## src/rtl/uart_pkg.sv

```systemverilog
`default_nettype none
// ============================================================================
// Package     : uart_pkg
// Description : Shared UART constants and types. Holds the oversample
//               default, the minimum legal integer divisor and the divisor
//               struct used by the baud generator and its users.
// Revision    : 1.0 - initial release
// ============================================================================
package uart_pkg;

    // Default number of os_ticks per UART bit.
    localparam int DEF_OVERSAMPLE = 16;

    // Smallest integer divisor that still yields a sensible interval.
    localparam int MIN_DIV_INT = 2;

    // Default divisor widths, matching the generator's default parameters.
    localparam int BAUD_DIV_W  = 16;
    localparam int BAUD_FRAC_W = 4;

    // Divisor pair: integer clocks per os_tick plus a fractional remainder
    // in 1/2^BAUD_FRAC_W clock units.
    typedef struct packed {
        logic [BAUD_DIV_W-1:0]  int_val;
        logic [BAUD_FRAC_W-1:0] frac_val;
    } baud_div_t;

endpackage : uart_pkg
`default_nettype wire

```

## src/rtl/baud_frac_acc.sv

```systemverilog
`default_nettype none
// ============================================================================
// Module      : baud_frac_acc
// Description : Combinational interval-length logic for the fractional baud
//               generator. Adds the fractional divisor to the accumulator; a
//               carry lengthens the current interval by one clock.
// Ports       : i_cnt       - current interval counter
//               i_acc       - fractional accumulator
//               i_act_int   - active integer divisor (>= 2)
//               i_act_frac  - active fractional divisor
//               o_last      - current cycle is the last of the interval
//               o_acc_next  - accumulator value for the next interval
// Revision    : 1.0 - initial release
// ============================================================================
module baud_frac_acc #(
    parameter int DIV_W  = 16,
    parameter int FRAC_W = 4
) (
    input  logic [DIV_W:0]    i_cnt,
    input  logic [FRAC_W-1:0] i_acc,
    input  logic [DIV_W-1:0]  i_act_int,
    input  logic [FRAC_W-1:0] i_act_frac,
    output logic              o_last,
    output logic [FRAC_W-1:0] o_acc_next
);

    logic [FRAC_W:0] w_sum;
    logic [DIV_W:0]  w_len_m1;

    assign w_sum = {1'b0, i_acc} + {1'b0, i_act_frac};

    // len - 1 computed one bit wider than the divisor so that a full-scale
    // divisor plus carry (len = 2^DIV_W) cannot wrap.
    assign w_len_m1 = {1'b0, i_act_int} - (DIV_W+1)'(1)
                    + {{DIV_W{1'b0}}, w_sum[FRAC_W]};

    assign o_last     = (i_cnt == w_len_m1);
    assign o_acc_next = w_sum[FRAC_W-1:0];

endmodule : baud_frac_acc
`default_nettype wire

```

## src/rtl/uart_baud_gen.sv

```systemverilog
`default_nettype none
// ============================================================================
// Module      : uart_baud_gen
// Description : Programmable fractional baud-rate generator. Issues a
//               one-cycle os_tick every act_int + act_frac/2^FRAC_W clocks
//               on average, plus mid_tick/bit_tick derived from a phase
//               counter. Divisor reloads are deferred to the interval
//               boundary so the tick train never glitches.
// Ports       : clk, reset (async, active-high)
//               en          - count enable, freezes all state when low
//               resync      - restart interval, phase and accumulator
//               div_int/div_frac/div_load - divisor load request
//               div_pending - valid load waiting for interval end
//               div_err     - sticky: last rejected load (cleared by valid)
//               os_tick/mid_tick/bit_tick - registered one-cycle pulses
// Revision    : 1.0 - initial release
// ============================================================================
module uart_baud_gen
    import uart_pkg::*;
#(
    parameter int DIV_W      = 16,
    parameter int FRAC_W     = 4,
    parameter int OVERSAMPLE = DEF_OVERSAMPLE,
    parameter int DEF_INT    = 4,
    parameter int DEF_FRAC   = 0
) (
    input  logic              clk,
    input  logic              reset,
    input  logic              en,
    input  logic              resync,
    input  logic [DIV_W-1:0]  div_int,
    input  logic [FRAC_W-1:0] div_frac,
    input  logic              div_load,
    output logic              div_pending,
    output logic              div_err,
    output logic              os_tick,
    output logic              mid_tick,
    output logic              bit_tick
);

    localparam int c_PH_W = $clog2(OVERSAMPLE);
    localparam logic [c_PH_W-1:0] c_MID_PRE  = c_PH_W'(OVERSAMPLE/2 - 1);
    localparam logic [c_PH_W-1:0] c_LAST_PH  = c_PH_W'(OVERSAMPLE - 1);

    generate
        if (OVERSAMPLE < 4 || (OVERSAMPLE & (OVERSAMPLE - 1)) != 0) begin : g_bad_oversample
            $error("uart_baud_gen: OVERSAMPLE must be a power of two >= 4");
        end
        if (DEF_INT < MIN_DIV_INT) begin : g_bad_def_int
            $error("uart_baud_gen: DEF_INT must be at least MIN_DIV_INT");
        end
    endgenerate

    logic [DIV_W-1:0]  r_act_int;
    logic [FRAC_W-1:0] r_act_frac;
    logic [DIV_W-1:0]  r_sh_int;
    logic [FRAC_W-1:0] r_sh_frac;
    logic              r_pending;
    logic              r_err;
    logic [DIV_W:0]    r_cnt;
    logic [FRAC_W-1:0] r_acc;
    logic [c_PH_W-1:0] r_ph;
    logic              r_os;
    logic              r_mid;
    logic              r_bit;

    logic              w_last;
    logic [FRAC_W-1:0] w_acc_next;
    logic              w_load_ok;
    logic              w_load_bad;
    logic              w_boundary;

    baud_frac_acc #(
        .DIV_W  (DIV_W),
        .FRAC_W (FRAC_W)
    ) u_frac_acc (
        .i_cnt      (r_cnt),
        .i_acc      (r_acc),
        .i_act_int  (r_act_int),
        .i_act_frac (r_act_frac),
        .o_last     (w_last),
        .o_acc_next (w_acc_next)
    );

    assign w_load_ok  = div_load && (div_int >= DIV_W'(MIN_DIV_INT));
    assign w_load_bad = div_load && (div_int <  DIV_W'(MIN_DIV_INT));

    // Points where the active divisor may change: while frozen, on a
    // restart, or at the end of the running interval.
    assign w_boundary = !en || resync || w_last;

    always_ff @(posedge clk or posedge reset) begin
        if (reset) begin
            r_act_int  <= DIV_W'(DEF_INT);
            r_act_frac <= FRAC_W'(DEF_FRAC);
            r_sh_int   <= DIV_W'(DEF_INT);
            r_sh_frac  <= FRAC_W'(DEF_FRAC);
            r_pending  <= 1'b0;
            r_err      <= 1'b0;
            r_cnt      <= '0;
            r_acc      <= '0;
            r_ph       <= '0;
            r_os       <= 1'b0;
            r_mid      <= 1'b0;
            r_bit      <= 1'b0;
        end else begin
            if (w_load_bad) begin
                r_err <= 1'b1;
            end else if (w_load_ok) begin
                r_err <= 1'b0;
            end

            // The shadow always tracks the latest valid request, so a
            // pending value can never be older than the active one.
            if (w_load_ok) begin
                r_sh_int  <= div_int;
                r_sh_frac <= div_frac;
            end

            if (w_boundary) begin
                if (w_load_ok) begin
                    r_act_int  <= div_int;
                    r_act_frac <= div_frac;
                end else if (r_pending && en) begin
                    r_act_int  <= r_sh_int;
                    r_act_frac <= r_sh_frac;
                end
            end

            if (!en) begin
                r_os  <= 1'b0;
                r_mid <= 1'b0;
                r_bit <= 1'b0;
            end else if (resync) begin
                // Restart beats a coinciding interval end: no tick issued.
                r_cnt     <= '0;
                r_acc     <= '0;
                r_ph      <= '0;
                r_pending <= 1'b0;
                r_os      <= 1'b0;
                r_mid     <= 1'b0;
                r_bit     <= 1'b0;
            end else if (w_last) begin
                r_cnt     <= '0;
                r_acc     <= w_acc_next;
                r_ph      <= r_ph + c_PH_W'(1);
                r_pending <= 1'b0;
                r_os      <= 1'b1;
                r_mid     <= (r_ph == c_MID_PRE);
                r_bit     <= (r_ph == c_LAST_PH);
            end else begin
                r_cnt <= r_cnt + (DIV_W+1)'(1);
                r_os  <= 1'b0;
                r_mid <= 1'b0;
                r_bit <= 1'b0;
                if (w_load_ok) begin
                    r_pending <= 1'b1;
                end
            end
        end
    end

    assign div_pending = r_pending;
    assign div_err     = r_err;
    assign os_tick     = r_os;
    assign mid_tick    = r_mid;
    assign bit_tick    = r_bit;

endmodule : uart_baud_gen
`default_nettype wire

```

## config.mk

```make
export PLATFORM = sky130hd
export DESIGN_NAME = uart_baud_gen
export DESIGN_NICKNAME = d
export VERILOG_FILES = /design/src/rtl/uart_pkg.sv /design/src/rtl/baud_frac_acc.sv /design/src/rtl/uart_baud_gen.sv
export SDC_FILE = /design/constraint.sdc
export NUM_CORES = 1
export LEC_CHECK = 0
export ABC_AREA = 0
export CAP_MARGIN = 0
export CORE_MARGIN = 2
export CORE_UTILIZATION = 58
export CTS_CLUSTER_SIZE = 8
export DETAILED_ROUTE_END_ITERATION = 10
export PLACE_DENSITY_LB_ADDON = 0.3
export SETUP_SLACK_MARGIN = 0.1
export SLEW_MARGIN = 20
export SYNTH_ARGS = -nofsm -noshare
export SYNTH_HDL_FRONTEND = slang
export SYNTH_SLANG_ARGS = --single-unit
```

## constraint.sdc

```tcl
create_clock -name clk -period 6.7 [get_ports clk]
set_clock_uncertainty 0.15 [all_clocks]
set_input_delay 1.34 -clock clk [delete_from_list [all_inputs] [get_ports clk]]
set_output_delay 1.34 -clock clk [all_outputs]
set_load 0.05 [all_outputs]
```

Word level (Yosys, flattened, before mapping). Index checks and enable logic that the tools add are counted.

Register bits: 70. Input port bits: 25. Output and inout port bits: 5. Word-level logic and storage cells: 59.

Add/sub/neg operators: 5. Magnitude comparators: 2. Equal/unequal tests: 3. Muxes and demuxes: 24. Reductions and logical operators: 13.

Operators by type and width (number): two-way mux 17 bit (2); two-way mux 16 bit (2); two-way mux 4 bit (6); adder 17 x 1 -> 17 bit (1); adder 17 x 1 -> 17 bit, second input constant (1); == test 17 bit (1); subtractor 16 x 1 -> 17 bit, second input constant (1); >= comparator 16 x 2 -> 1 bit, second input constant (1); less-than comparator 16 x 2 -> 1 bit, second input constant (1); two-way mux 1 bit (14); AND reduction 2 bit (3); nonzero test 2 bit (3); adder 4 x 4 -> 5 bit (1); adder 4 x 1 -> 4 bit, second input constant (1); == test 4 x 3 -> 1 bit, second input constant (1); == test 4 bit, second input constant (1); logical AND 1 bit (3); nonzero test 3 bit (1); logical OR 1 bit (2); logical NOT 1 bit (1).

Longest topological paths before layout.
Word-level depth: 6. Gate-level depth with buffers: 17. Gate-level depth less buffers: 15.

Cells and area by module. From an unflattened synthesis, not the netlist that was laid out.

Cell total of the unflattened synthesis: 386. Area, all modules: 3776.1 um^2.

By module, submodules not included: uart_baud_gen (times used 1, cells an instance 293, area an instance 3061.7 um^2, sequential area each 1754.2 um^2); baud_frac_acc (times used 1, cells an instance 93, area an instance 714.4 um^2, sequential area each 0.0 um^2).

Worst setup path after synthesis. No wires, ideal clock.

Path kind: reg2reg. Start point: reg r_act_frac[0]. End point: reg r_act_int[14]. Library setup time: 123 ps. Arrival time: 3678 ps. Data required time: 6427 ps. Slack: 2749 ps. Stages on the path, launching flop included: 17. Buffers on the path: 2. Clock period less this slack: 3951 ps. Path through: dfrtp_1 -> ha_1 -> inv_1 -> fa_1 -> inv_1 -> a21o_1 -> a21oi_1 -> ha_1 -> ha_1 -> nor3b_1 -> or3b_1 -> buf_2 -> o311ai_2 -> nand3_1 -> o41a_1 -> buf_6 -> o221a_1.

Word-level cells in the longest chain between the ends: 5.

RTL lines: start, declared (RTL line uart_baud_gen.sv:55) `logic [FRAC_W-1:0] r_act_frac;`; start signal, assigned (RTL line uart_baud_gen.sv:95) `r_act_frac <= FRAC_W'(DEF_FRAC);`; start signal, assigned (RTL line uart_baud_gen.sv:123) `r_act_frac <= div_frac;`; start signal, assigned (RTL line uart_baud_gen.sv:126) `r_act_frac <= r_sh_frac;`; adder 4 x 4 -> 5 bit (RTL line baud_frac_acc.sv:30) `assign w_sum = {1'b0, i_acc} + {1'b0, i_act_frac};`; adder 17 x 1 -> 17 bit (RTL line baud_frac_acc.sv:35) `+ {{DIV_W{1'b0}}, w_sum[FRAC_W]};`; == test 17 bit (RTL line baud_frac_acc.sv:37) `assign o_last = (i_cnt == w_len_m1);`; logical OR 1 bit (RTL line uart_baud_gen.sv:90) `assign w_boundary = !en || resync || w_last;`; AND reduction 2 bit (no line); end signal, assigned (RTL line uart_baud_gen.sv:94) `r_act_int <= DIV_W'(DEF_INT);`; end signal, assigned (RTL line uart_baud_gen.sv:122) `r_act_int <= div_int;`; end signal, assigned (RTL line uart_baud_gen.sv:125) `r_act_int <= r_sh_int;`; end, declared (RTL line uart_baud_gen.sv:54) `logic [DIV_W-1:0] r_act_int;`.

No other way between the ends. A chain may end at the register's enable or synchronous reset.

Worst setup path in the final report. Ends and elaborated chain as after synthesis.

==> results.md <==
- The nature of the critical path endpoint is a flop.
- The share of synthesized cell area in full adder, half adder and majority cells is 2.98%.
- The die covers 0.00763 mm².
- Setup repair after global routing left no endpoint under its margin.
- The final wirelength is 8.96 mm.
- In the global route stage, overall resource usage came out at 25.6%.
- In this run the post-CTS setup repair buffer count came out at 0.
- The height of the die is 87.3 µm.
- The proportion of layout cells with a drive suffix above 1 is 15.1%.
- The number of hold violations in the final report was 0.
- The count of hold-fix buffers inserted at cts is 0.
- Global routing finished with a remaining overflow of 0.
- The number of unique standard cell types used by synthesis is 60.
- The number of slew-limit violations in the final report came to 0.
- In the finished design, the share of the clock period the worst path needs comes to 78.3%.
- The die boundary width is 87.3 µm.
- The clock tree from TritonCTS is done.
- The largest fanout on the critical path is 25.
- The tree built by TritonCTS fans out to 70 sinks.
- After layout, the worst setup slack is 1460 ps.
- The cell area after synthesis is 0.00403 mm².
- The H-tree generated during clock tree synthesis spans 3 levels.
- The mean instance size in the synthesized netlist is 10.1 µm².
- Counting flops with a built-in enable in the synthesized netlist gives 0.
- In the synthesized netlist, the number of instances is 397.
- OpenSTA, run right after detailed placement, puts the worst setup slack at 1580 ps.
- Adding up every negative setup slack in the final design gives 0 ps.
- In the synthesized netlist the dominant register cell turns out to be dfrtp_1.
- The final-stage net count is 446.
- The run finished with clean final reports.
- The sequential area share after synthesis is 43.5%.
- The per-cell via count in the routed design is 6.29.
- Summing the areas of all compound-gate instances in the mapped netlist gives 18.1% of the synthesized area.
- At the end of the flow the core is filled with cells to 67.0%.
- The share of flip-flops with an asynchronous set or reset after synthesis is 100%.
- By area, the combinational part of the netlist is dominated by compound AO/OA/AOI/OAI gates.
- The initialized floorplan defines 30 standard-cell rows.
- The number of nets with antenna violations after routing is 0.
- The synthesis warning total is 0.
- The shortest period the worst path allows is 5240 ps.
- The critical path launch point type is a flop.
- The worst-margin pin slew is 905 ps.
- The initial detailed-routing violation count is 185.
- The detailed router placed 3124 vias in this run.
- The cell leakage power is 1.81 nW.
- For this design the top-level I/O count stands at 30.
- The tree is rooted in a clkbuf_8.
- IR analysis of the VDD net gives a maximum drop of 0.000174 V.
- The routed wire length per instance is 18.0 µm.
- Dividing total power by cell area gives a power density of 250 mW/mm².
- The worst max-slew margin expressed relative to the limit is 39.5%.
- The data arrival time at the worst-slack endpoint is 5330 ps.
- The count of placed standard cells in the final layout, fillers left out is 497.
- Final hold analysis gives a worst-case slack of 353 ps.
- The count of unresolved DRC violations after routing is 0.
- The cell area after placement is 0.00432 mm².
- The core area is 0.00676 mm².
- The global placer's final weighted congestion is 0.921.
- The number of cell instances on the worst register-to-register path is 14.
- The post-synthesis net count is 431.
- The critical path is of the reg2reg type.
- The number of antenna violations at the first check in global routing is 0.
- The number of global-route vias before repair is 3169.
- The first global-routing pass estimated 15.2 mm of wire.
- The cell total after placement is 481.
- The final HPWL from detailed placement is 6.07 mm.
- The starting utilization of the core area is 59.6%.
- Counting the buffers created by CTS gives 9.
- Setup violations remaining at the end of the flow were counted as 0.
- Port buffering added 29 buffers.
- In this run the deepest clock path goes through 2 buffers.
- The post-synthesis share of cell area spent on xor and xnor gates is 7.17%.
- The pre-antenna-repair detailed-routing pass consisted of 4 iterations.
- Entering global routing, the biggest net connects 71 pins.
- The post-route total power is 1.13 mW.
- The maximum clock frequency is 191 MHz.
- The multiplexer share of the synthesized area is 6.61%.
- The worst hold path class is reg2reg.
- The final standard cell area without fillers is 0.00452 mm².
- The layout has 508 filler cells.
- Relative to the synthesized area, the layout overhead comes to 12.3%.
- Post-CTS repair changed the size of 0 cells.
- The clock reaches the later pin of the worst-skew pair after 340 ps.
- At the worst endpoint, the required time is 6790 ps.
- Along the worst hold path, the cell count comes to 1.
- After Yosys synthesis, and, or, nand and nor cells account for 16.7% of the synthesized area.
- The repair_antennas step left the layout with diodes totalling 0.
- The CTS clock-pin slew for the worst setup and hold paths is 80 ps.
- The tool flagged a number of max-cap violations equal to 0.
- The number of storage elements in the synthesis netlist is 70.
## cell usage after synthesis, types with 2 or more instances
library cell  count  area share, %
o211ai_1          5           0.93
nor4_1           14            2.2
a21oi_1          26            3.2
or3_1             4           0.62
nor2b_1           6           0.93
nand3_1           7           0.87
dfstp_2           2            1.3
mux2i_1           3           0.75
nand2_1          15            1.4
o21ai_0          21            2.6
inv_1            16            1.5
a21o_1            2           0.37
clkbuf_1         21            2.0
nand4_1          10            1.6
or4b_1            2           0.50
xor2_1           21            4.6
o221a_2           7            2.0
xnor2_1          12            2.6
o221a_1          13            3.6
nor3_1            6           0.75
nand3b_1          3           0.56
ha_1              8            2.5
mux2_2           21            5.9
buf_2             5           0.62
dfrtp_1          68             42
nor3b_1           2           0.37
a41oi_1           2           0.43
a221o_1           5            1.2
nor2_1           37            3.4
buf_6             3           0.84
## cell families (layout without fill, tap and decap cells)
kind of cell / count (synthesis) / count (layout)
compound gates: 96 / 96
xor+xnor: 33 / 33
fa+ha+maj: 9 / 9
buf+inv: 45 / 65
flops: 70 / 70
mux: 24 / 24
simple gates: 120 / 120
## final cells by class
cell class / count / area [µm²] / area share (%)
sequential: 70 / 1750 / 38.8
timing repair buffer: 33 / 320 / 7.08
clock inverter: 5 / 60.1 / 1.33
clock buffer: 11 / 141 / 3.13
tap: 80 / 100 / 2.21
inverter: 16 / 60.1 / 1.33
multi-input combinational: 282 / 2090 / 46.2
## cell usage in the layout, fill, tap and decap left out, types with 3 or more instances in the layout
master | synthesis | routed
a21oi_1 | 26 | 26
a221o_1 | 5 | 5
buf_4 | 0 | 4
clkbuf_8 | 0 | 10
clkdlybuf4s50_1 | 0 | 29
dfrtp_1 | 68 | 68
ha_1 | 8 | 8
inv_1 | 16 | 15
mux2_2 | 21 | 21
mux2i_1 | 3 | 3
nand2_1 | 15 | 15
nand3_1 | 7 | 7
nand3b_1 | 3 | 3
nand4_1 | 10 | 10
nor2_1 | 37 | 37
nor2b_1 | 6 | 6
nor3_1 | 6 | 6
nor4_1 | 14 | 14
o211ai_1 | 5 | 5
o21ai_0 | 21 | 21
o221a_1 | 13 | 13
o221a_2 | 7 | 7
or3_1 | 4 | 4
xnor2_1 | 12 | 12
xor2_1 | 21 | 21
## flip-flops by register name, summed over array words and instances (netlist names)
| register | count |
|---|---|
| r_sh_int | 16 |
| r_sh_frac | 4 |
| mid_tick | 1 |
| bit_tick | 1 |
| r_act_frac | 4 |
| r_ph | 4 |
| r_cnt | 17 |
| div_err | 1 |
| r_act_int | 16 |
| r_acc | 4 |
| div_pending | 1 |
| os_tick | 1 |
## per-layer routing
| layer | share of wire (%) | GRT usage, % | up-vias | wire length, µm |
|---|---|---|---|---|
| met5 | 0 | 0 | - | 0 |
| met3 | 4.7 | 5.40 | 16 | 419 |
| met2 | 48 | 41.5 | 77 | 4330 |
| met1 | 45 | 34.2 | 1537 | 4050 |
| met4 | 1.7 | 8.67 | 0 | 155 |
| li1 | - | - | 1494 | - |
## worst max-delay path, stage by stage (launching register included)
cell	delay, ps
dfrtp_1	400
ha_1	220
inv_1	70
fa_1	210
inv_1	50
a21o_1	170
a21oi_1	170
ha_1	200
ha_1	220
nor3b_1	470
or3b_1	510
o311ai_2	330
nand3_1	680
o41a_1	920
o221a_1	360
## path summary, 6_finish.rpt
kind,startpoint,slack [ps],to
min in group asynchronous,reset,1420,r_sh_frac[3]$_DFFE_PP0P_
worst max-delay path,r_act_frac[0]$_DFFE_PP0P_,1460,r_act_int[14]$_DFFE_PP0P_
max in group asynchronous,reset,4420,r_cnt[12]$_DFFE_PP0P_
worst min-delay path,r_sh_frac[2]$_DFFE_PP0P_,350,r_sh_frac[2]$_DFFE_PP0P_
worst min register to register,r_sh_frac[2]$_DFFE_PP0P_,350,r_sh_frac[2]$_DFFE_PP0P_
worst max register to register,r_act_frac[0]$_DFFE_PP0P_,1460,r_act_int[14]$_DFFE_PP0P_
## power breakdown
part	leakage, nW	internal [mW]	total (mW)	switching [mW]
Combinational	0.830	0.120	0.248	0.127
Clock	0.0995	0.183	0.347	0.164
Sequential	0.875	0.472	0.538	0.0659
(Power assumes the default switching activity.)
